`src/rtl/muldiv_seq_pkg.sv`:
```
// rtl/muldiv_seq_pkg.sv - shared op encodings, FSM states and helpers for muldiv_seq
//
// Purpose: RV32M funct3 encodings, FSM state type and small decode helpers
//          shared by the muldiv_seq block.
// Ports:   none (package)

package muldiv_seq_pkg;

    localparam logic [2:0] OP_MUL    = 3'b000;
    localparam logic [2:0] OP_MULH   = 3'b001;
    localparam logic [2:0] OP_MULHSU = 3'b010;
    localparam logic [2:0] OP_MULHU  = 3'b011;
    localparam logic [2:0] OP_DIV    = 3'b100;
    localparam logic [2:0] OP_DIVU   = 3'b101;
    localparam logic [2:0] OP_REM    = 3'b110;
    localparam logic [2:0] OP_REMU   = 3'b111;

    typedef enum logic [1:0] {
        ST_IDLE = 2'd0,
        ST_CALC = 2'd1,
        ST_FIX  = 2'd2
    } state_t;

    function automatic logic is_div(input logic [2:0] f);
        return f[2];
    endfunction

    // rs1 is treated as signed for every signed op; MUL's low half is
    // sign-agnostic so treating it as signed is harmless.
    function automatic logic a_is_signed(input logic [2:0] f);
        return (f == OP_MUL) || (f == OP_MULH) || (f == OP_MULHSU) ||
               (f == OP_DIV) || (f == OP_REM);
    endfunction

    // rs2 is unsigned for MULHSU as well as the explicitly unsigned ops.
    function automatic logic b_is_signed(input logic [2:0] f);
        return (f == OP_MUL) || (f == OP_MULH) || (f == OP_DIV) || (f == OP_REM);
    endfunction

endpackage

```
`src/rtl/muldiv_negate.sv`:
```
// rtl/muldiv_negate.sv - conditional two's-complement negator
//
// Purpose: passes i_val through, or its two's-complement negation when i_en=1.
// Ports:   i_en  - negate enable
//          i_val - input value (W bits)
//          o_val - output value (W bits)

module muldiv_negate #(
    parameter int W = 32
) (
    input  logic         i_en,
    input  logic [W-1:0] i_val,
    output logic [W-1:0] o_val
);

    assign o_val = i_en ? (~i_val + W'(1)) : i_val;

endmodule

```
`src/rtl/muldiv_seq.sv`:
```
// rtl/muldiv_seq.sv - sequential radix-2 RV32M multiply/divide unit
//
// Purpose: executes MUL/MULH/MULHSU/MULHU/DIV/DIVU/REM/REMU with one radix-2
//          step per cycle on operand magnitudes, then sign-corrects in FIX.
//          Fixed latency: done is high WIDTH+1 edges after the accept edge.
// Ports:   clk    - clock, rising edge
//          reset  - synchronous active-high reset
//          start  - request, sampled only while busy=0
//          op     - RV32M funct3
//          a, b   - operands (rs1/dividend, rs2/divisor), captured at accept
//          busy   - operation in progress, inputs ignored
//          done   - one-cycle result-valid pulse
//          result - registered result, held until the next done

module muldiv_seq
    import muldiv_seq_pkg::*;
#(
    parameter int WIDTH = 32,
    parameter int CNT_W = $clog2(WIDTH) + 1
) (
    input  logic             clk,
    input  logic             reset,
    input  logic             start,
    input  logic [2:0]       op,
    input  logic [WIDTH-1:0] a,
    input  logic [WIDTH-1:0] b,
    output logic             busy,
    output logic             done,
    output logic [WIDTH-1:0] result
);

    state_t             r_state;
    state_t             w_next;
    logic [CNT_W-1:0]   r_cnt;
    logic [2:0]         r_op;
    logic               r_sign_a;
    logic               r_sign_b;
    logic               r_divz;
    logic [WIDTH-1:0]   r_a_raw;
    // Multiply: r_opa = shifting multiplicand, r_opb = shifting multiplier,
    //           r_acc = 2W partial product.
    // Divide:   r_opb = divisor, r_acc = {remainder, dividend/quotient}.
    logic [2*WIDTH-1:0] r_opa;
    logic [WIDTH-1:0]   r_opb;
    logic [2*WIDTH-1:0] r_acc;
    logic               r_done;
    logic [WIDTH-1:0]   r_result;

    logic               w_sign_a;
    logic               w_sign_b;
    logic [WIDTH-1:0]   w_mag_a;
    logic [WIDTH-1:0]   w_mag_b;
    logic               w_last;
    logic [WIDTH:0]     w_trial;
    logic [WIDTH:0]     w_diff;
    logic               w_borrow;
    logic [2*WIDTH-1:0] w_res_in;
    logic               w_res_neg_en;
    logic [2*WIDTH-1:0] w_res_out;
    logic [WIDTH-1:0]   w_final;

    assign w_sign_a = a[WIDTH-1] & a_is_signed(op);
    assign w_sign_b = b[WIDTH-1] & b_is_signed(op);

    muldiv_negate #(.W(WIDTH)) u_neg_a (
        .i_en  (w_sign_a),
        .i_val (a),
        .o_val (w_mag_a)
    );

    muldiv_negate #(.W(WIDTH)) u_neg_b (
        .i_en  (w_sign_b),
        .i_val (b),
        .o_val (w_mag_b)
    );

    assign w_last = (r_cnt == CNT_W'(WIDTH - 1));

    // Restoring step: the top bit of w_diff is the borrow because the
    // shifted remainder is always below twice the divisor.
    assign w_trial  = r_acc[2*WIDTH-1:WIDTH-1];
    assign w_diff   = w_trial - {1'b0, r_opb};
    assign w_borrow = w_diff[WIDTH];

    // Quotient and remainder are zero-extended into the 2W negator; the low
    // W bits of the negation equal a W-bit negation.
    always_comb begin
        w_res_in     = r_acc;
        w_res_neg_en = r_sign_a ^ r_sign_b;
        case (r_op)
            OP_DIV, OP_DIVU: begin
                w_res_in     = {{WIDTH{1'b0}}, r_acc[WIDTH-1:0]};
                w_res_neg_en = r_sign_a ^ r_sign_b;
            end
            OP_REM, OP_REMU: begin
                w_res_in     = {{WIDTH{1'b0}}, r_acc[2*WIDTH-1:WIDTH]};
                w_res_neg_en = r_sign_a;
            end
            default: begin
                w_res_in     = r_acc;
                w_res_neg_en = r_sign_a ^ r_sign_b;
            end
        endcase
    end

    muldiv_negate #(.W(2*WIDTH)) u_neg_res (
        .i_en  (w_res_neg_en),
        .i_val (w_res_in),
        .o_val (w_res_out)
    );

    // Divide-by-zero results are forced here and win over sign correction.
    // Signed overflow needs no special case: |a|/1 with equal signs already
    // yields -2^(WIDTH-1) and a zero remainder.
    always_comb begin
        w_final = w_res_out[WIDTH-1:0];
        case (r_op)
            OP_MUL:                       w_final = w_res_out[WIDTH-1:0];
            OP_MULH, OP_MULHSU, OP_MULHU: w_final = w_res_out[2*WIDTH-1:WIDTH];
            OP_DIV, OP_DIVU:              w_final = r_divz ? {WIDTH{1'b1}} : w_res_out[WIDTH-1:0];
            default:                      w_final = r_divz ? r_a_raw : w_res_out[WIDTH-1:0];
        endcase
    end

    always_ff @(posedge clk) begin
        if (reset) begin
            r_state <= ST_IDLE;
        end else begin
            r_state <= w_next;
        end
    end

    always_comb begin
        w_next = r_state;
        case (r_state)
            ST_IDLE: if (start) w_next = ST_CALC;
            ST_CALC: if (w_last) w_next = ST_FIX;
            ST_FIX:  w_next = ST_IDLE;
            default: w_next = ST_IDLE;
        endcase
    end

    always_ff @(posedge clk) begin
        if (reset) begin
            r_cnt    <= '0;
            r_op     <= '0;
            r_sign_a <= 1'b0;
            r_sign_b <= 1'b0;
            r_divz   <= 1'b0;
            r_a_raw  <= '0;
            r_opa    <= '0;
            r_opb    <= '0;
            r_acc    <= '0;
            r_done   <= 1'b0;
            r_result <= '0;
        end else begin
            r_done <= (r_state == ST_FIX);
            case (r_state)
                ST_IDLE: begin
                    if (start) begin
                        r_op     <= op;
                        r_sign_a <= w_sign_a;
                        r_sign_b <= w_sign_b;
                        r_divz   <= (b == '0);
                        r_a_raw  <= a;
                        r_cnt    <= '0;
                        r_opb    <= w_mag_b;
                        if (is_div(op)) begin
                            r_acc <= {{WIDTH{1'b0}}, w_mag_a};
                            r_opa <= '0;
                        end else begin
                            r_acc <= '0;
                            r_opa <= {{WIDTH{1'b0}}, w_mag_a};
                        end
                    end
                end
                ST_CALC: begin
                    r_cnt <= r_cnt + CNT_W'(1);
                    if (is_div(r_op)) begin
                        if (w_borrow) begin
                            r_acc <= {r_acc[2*WIDTH-2:0], 1'b0};
                        end else begin
                            r_acc <= {w_diff[WIDTH-1:0], r_acc[WIDTH-2:0], 1'b1};
                        end
                    end else begin
                        if (r_opb[0]) begin
                            r_acc <= r_acc + r_opa;
                        end
                        r_opa <= r_opa << 1;
                        r_opb <= r_opb >> 1;
                    end
                end
                ST_FIX: begin
                    r_result <= w_final;
                    r_cnt    <= '0;
                end
                default: ;
            endcase
        end
    end

    assign busy   = (r_state != ST_IDLE);
    assign done   = r_done;
    assign result = r_result;

endmodule

```
`config.mk`:
```
export PLATFORM = sky130hd
export DESIGN_NAME = muldiv_seq
export DESIGN_NICKNAME = d
export VERILOG_FILES = /design/src/rtl/muldiv_seq_pkg.sv /design/src/rtl/muldiv_negate.sv /design/src/rtl/muldiv_seq.sv
export SDC_FILE = /design/constraint.sdc
export NUM_CORES = 1
export LEC_CHECK = 0
export CAP_MARGIN = 40
export CORE_MARGIN = 2
export CORE_UTILIZATION = 40
export DETAILED_ROUTE_END_ITERATION = 16
export PLACE_DENSITY = 0.56
export SLEW_MARGIN = 10
export SYNTH_ARGS = -nofsm -noshare
export SYNTH_HDL_FRONTEND = slang
export SYNTH_SLANG_ARGS = --single-unit
```
`constraint.sdc`:
```
create_clock -name clk -period 5.4 [get_ports clk]
set_clock_uncertainty 0.2 [all_clocks]
set_input_delay 0.81 -clock clk [delete_from_list [all_inputs] [get_ports clk]]
set_output_delay 0.81 -clock clk [all_outputs]
set_load 0.02 [all_outputs]
```
=== Yosys cells after proc, flatten, opt, wreduce, memory -nomap -nowiden ===
Cells that the tools add are included.

* Register bits: 239
* Input port bits: 70
* Output and inout port bits: 34
* Word-level logic and storage cells: 89

* $add $sub $neg: 6
* Equality and inequality tests: 18
* Mux-type cells: 26
* Bitwise operators: 6
* Reduce and logical (&&, ||, !) cells: 21

{| class="wikitable"
|+ Operators with widths
! operator !! count
|-
| $mux 64 || 7
|-
| $pmux 64 s2 || 3
|-
| $mux 32 || 8
|-
| $pmux 32 s3 || 1
|-
| $add 32x1->32 const B || 2
|-
| $add 64x1->64 const B || 1
|-
| $add 64x64->64 || 1
|-
| $not 32->32 || 2
|-
| $not 64->64 || 1
|-
| $pmux 32 s2 || 1
|-
| $sub 33x32->33 || 1
|-
| $logic_not 32->1 || 1
|-
| $eq 3x3->1 const B || 6
|-
| $pmux 6 s3 || 1
|-
| $eq 3x2->1 const B || 3
|-
| $add 6x1->6 const B || 1
|-
| $eq 3x1->1 const B || 2
|-
| $eq 6x5->1 const B || 1
|-
| $logic_not 3->1 || 2
|-
| $logic_or 1x1->1 || 6
|-
| $mux 6 || 1
|-
| $ne 2x2->1 const B || 3
|-
| $reduce_and 2->1 || 3
|-
| $reduce_and 3->1 || 2
|-
| other kinds (13) || 17
|}

=== Logic depth before layout (Yosys ltp) ===
* Word-level depth: 10
* Depth in mapped cells: 16
* Mapped depth without buffers: 15

=== Hierarchy ===
Synthesis repeated with hierarchy kept, for this count alone.

* Cells, all modules: 2681
* Area total of the unflattened synthesis: 20280.7 sq um

{| class="wikitable"
|+ By module, submodules not included
! module !! instances !! cells an instance !! area an instance (sq um) !! seq. area each (sq um)
|-
| muldiv_seq || 1 || 2277 || 17077.6 || 4784.6
|-
| muldiv_negate (u_neg_res) || 1 || 206 || 1649.1 || 0.0
|-
| muldiv_negate (u_neg_a ...) || 2 || 99 || 777.0 || 0.0
|}

=== Worst setup path after synthesis ===
No wires, ideal clock.

* Path type: reg2reg
* Start point: register r_opb[0]
* End point: register r_acc[51]
* Library setup time: 133 ps
* Arrival: 3370 ps
* Required time: 5067 ps
* Path slack: 1697 ps
* Stages on the path, launching flop included: 15
* Buffers on the path: 1
* Clock period less this slack: 3703 ps
* Cell sequence: dfxtp_1 -> ha_1 -> inv_1 -> fa_1 -> a211oi_1 -> o21ai_0 -> o2111a_1 -> o211ai_1 -> nand2_1 -> a41oi_1 -> xor2_1 -> buf_2 -> nor2_1 -> a222oi_1 -> o21ai_0

* Longest elaborated chain between the ends: 4
* Elaborated cells on any way between the ends: 6
* Those cells by class: 1 x add/sub; 1 x eq/ne; 3 x mux; 1 x reduce/logical

{| class="wikitable"
|+ RTL lines
! element !! RTL line !! RTL
|-
| start, declared || muldiv_seq.sv:44 || <nowiki>logic [WIDTH-1:0] r_opb;</nowiki>
|-
| start signal, assigned || muldiv_seq.sv:167 || <nowiki>r_opb <= w_mag_b;</nowiki>
|-
| start signal, assigned || muldiv_seq.sv:190 || <nowiki>r_opb <= r_opb >> 1;</nowiki>
|-
| $sub 33x32->33 || muldiv_seq.sv:82 || <nowiki>assign w_diff = w_trial - {1'b0, r_opb};</nowiki>
|-
| $mux 64 || muldiv_seq.sv:180 || <nowiki>if (w_borrow) begin</nowiki>
|-
| $mux 64 || muldiv_seq.sv:179 || <nowiki>if (is_div(r_op)) begin</nowiki>
|-
| $pmux 64 s2 || muldiv_seq.sv:158 || <nowiki>case (r_state)</nowiki>
|-
| end signal, assigned || muldiv_seq.sv:181 || <nowiki>r_acc <= {r_acc[2*WIDTH-2:0], 1'b0};</nowiki>
|-
| end signal, assigned || muldiv_seq.sv:183 || <nowiki>r_acc <= {w_diff[WIDTH-1:0], r_acc[WIDTH-2:0], 1'b1};</nowiki>
|-
| end signal, assigned || muldiv_seq.sv:187 || <nowiki>r_acc <= r_acc + r_opa;</nowiki>
|-
| end, declared || muldiv_seq.sv:45 || <nowiki>logic [2*WIDTH-1:0] r_acc;</nowiki>
|}

Several ways; a longest one is shown, not always the timed one.
A chain may end at the register's enable or synchronous reset.

=== Final worst setup path ===
* Start point: register r_opb[0]
* End point: register r_acc[39]

Same word-level chain as after synthesis.

==> metrics.txt <==
Mapped Area=19300 sq um; max-cap violations=0; commonest register cell after synthesis=dfxtp_1; share of layout cells above drive strength 1=6.12%; synth top area cells=dfxtp_1 (25%), a21oi_1 (7.1%), nor2_1 (6.5%); Post-synth EDFFs=0; Gate power share=26.1%; Slew @ Worst Pin=1040 ps; kind of critical path=reg -> reg; area of the multi-input gates=13600 sq um; initial antenna violation count=2; unrepaired setup endpoints after global routing=no; fillcell total=4877; nets@finish=2896; largest net degree at the start of global routing=79; Gate Count Post-Synth=2702; internal power=3.79 mW; Rows=80; Die Y=224 um; Slew headroom=29.0%; post-DP HPWL=59.4 mm; critical path data arrival time=5000 ps; status=finished clean; ANT nets after route=0; final setup fails=0; critical path startpoint=r_opb[0]; Final Hold Vio Count=0; Async S/R FF share, synth=0%; area fraction of the dominant cell type after synthesis=24.8%; DRT Pass-1 Iters=5; number of synthesis warnings=0; Vias/cell=6.24; clock tree root driver cell=clkbuf_16; Die ar.=50100 sq um; Max clock buf depth=3; R2R Path Start=r_opb[0]; CP Launch Type=flop; hold_sp=r_a_raw[18]; Detailed Route Iter0 Violations=2202; I/O pin cnt=104; Hold Crit Class=reg -> reg; clk slew on worst S/H paths=60 ps; Netlist cell types=85; GRT Residual Overflow=0; syn_area_per_cell=7.15 sq um; register area share after synthesis=24.8%; Psw=1.91 mW; routed vias=21.0k; Achievable Freq=211 MHz; Switching Fraction=33.5%; overall power=5.70 mW; RD Place Congestion=1.02; peak supply drop=0.221 mV; critical path peak fanout=26; number of global-route vias before repair=19.7k; Seq pwr share=34.6%; CTS tree=done; # DRC=0; Post-CTS Setup Bufs=0; max-slew violation count=0; leakage=8.58 nW; cts hold-fix bufs=0; Die W=224 um; Cell Pwr Density=256 nW/um^2; Synth Register Bits=239; PortBufs=103; global-route wire length before repair=121 mm; period utilization=88.0%; Initial Utilization=40.5%; FF/Latch Area=4790 sq um; required time of the critical path=5650 ps; Core Region=47700 sq um; CTS Buf Count=30; cell taking the most area after synthesis=dfxtp_1; min Tclk post-route=4750 ps; Total GRT Usage=31.2%; latest clock arrival within the worst-skew pair=590 ps; drt wl/cell=23.8 um; Setup TNS=0 ps; Routed Wire Length=79.9 mm; critical path endpoint category=flop; htree depth=1; clock share of power=39.3%; post-cts gate resize count=0; Area Overhead vs Synth=15.1%; post-synth net total=2872; Sink Count=239
## cells in the final DEF, fill, tap and decap left out, types with 8 or more instances in the layout
cell               n
xor2_1            87
a221oi_1          25
o21ai_0          184
nor3b_1           10
and3_1            20
buf_4             75
a22oi_1           51
o21a_1            12
a311oi_1          16
nor3_1            98
and2_1            12
ha_1              98
nor4_1            19
nand3_1           47
mux2i_1           35
a31oi_1           30
nand4_1           16
xnor2_1          111
o21bai_1          17
o31ai_1           24
or3_1             18
nand2_1          302
clkdlybuf4s50_1  102
or2_2              8
a21oi_1          275
a211oi_1          56
nor2b_1           17
nand2b_1          23
nor2_1           331
o22ai_1           11
a21o_1            58
a21boi_0          10
dfxtp_1          238
o221ai_1          50
inv_1             69
clkbuf_16         31
o211ai_1          36
## state kept, by name (all words and copies together), names as in the netlist, 2 cells and up
register,count
r_cnt,6
r_op,3
r_opa,64
r_a_raw,32
r_opb,32
result,32
r_state,2
r_acc,64
## final cells by class
type / instances / share of cell area, %
inverter: 69 / 1.16
tap: 615 / 3.46
clock inverter: 14 / 1.06
clock buffer: 39 / 3.80
multi-input combinational: 2200 / 61.2
antenna: 1 / 0.0113
sequential: 239 / 21.5
timing repair buffer: 186 / 7.82
## worst max-delay path: stages, from the launching register on
cell and delay (ps):
dfxtp_1 530, ha_1 240, inv_1 60, fa_1 430, a211oi_1 240, o21ai_0 230
o2111a_1 330, o211ai_1 290, nand2_1 140, a41oi_1 480, xor2_2 600, buf_4 410
a2111o_1 160, a21oi_1 50, a21oi_1 120, o22ai_1 90
## metrics by stage
step / instance area, sq um / std cells / worst slack, ps / hold WS [ps] / utilization (%)
after floorplan: 19300 / 2702 / 1700 / 231 / -
after global placement: 21000 / 3299 / 870 / 247 / 44.0
after detailed placement: 21200 / 3309 / 763 / 250 / 44.3
after CTS: 22200 / 3362 / 737 / 259 / 46.6
after global routing: 22200 / 3362 / 344 / 285 / 46.6
final: 22200 / 3363 / 650 / 259 / 46.6
## power by group through the flow
stage	clock network, mW	logic (mW)	registers [mW]
2_1_floorplan	0	0.985	1.96
3_3_place_gp	0	1.42	2.00
3_5_place_dp	0	1.45	2.01
4_1_cts	2.28	1.46	1.97
5_1_grt	2.33	1.62	1.98
6_report	2.24	1.49	1.97
## metal layers
| layer | wire length (um) | vias up | GRT usage [%] |
|---|---|---|---|
| li1 | - | 9842 | - |
| met1 | 34400 | 10000 | 41.3 |
| met2 | 36100 | 929 | 50.7 |
| met3 | 5720 | 174 | 4.17 |
| met4 | 3720 | 0 | 13.5 |
| met5 | 0 | - | 0 |
## cells in the mapped netlist (all sizes together), types with 12 or more instances
master,count
a31oi,30
nand2,303
o31ai,25
nor2,335
clkbuf,167
nand4,16
xor2,88
or3,19
nor3,98
o21a,12
nor4,20
a21o,58
buf,27
a221oi,25
nand2b,24
o21bai,17
a211oi,57
nand3,47
a311oi,16
a21oi,275
dfxtp,239
and3,20
xnor2,112
o221ai,50
nor2b,19
ha,98
a22oi,51
o21ai,188
mux2i,35
o211ai,36
inv,69
and2,13
## cell families after synthesis
| family | share of synthesized area (%) |
|---|---|
| AND/OR/NAND/NOR | 22.2 |
| AO/OA/AOI/OAI | 30.3 |
| buffers and inverters | 5.21 |
| flip-flops | 24.8 |
| XOR/XNOR | 9.07 |
| adder cells (fa/ha/maj) | 6.56 |
| multiplexers | 1.89 |
## worst paths after layout
check	end	slack, ps	depth (start not counted)
worst max-delay path	r_acc[39]	650	15
worst min-delay path	r_a_raw[18]	260	2
worst max register to register	r_acc[39]	650	15
worst min register to register	r_a_raw[18]	260	2
Power figures use the tool's default switching activity.
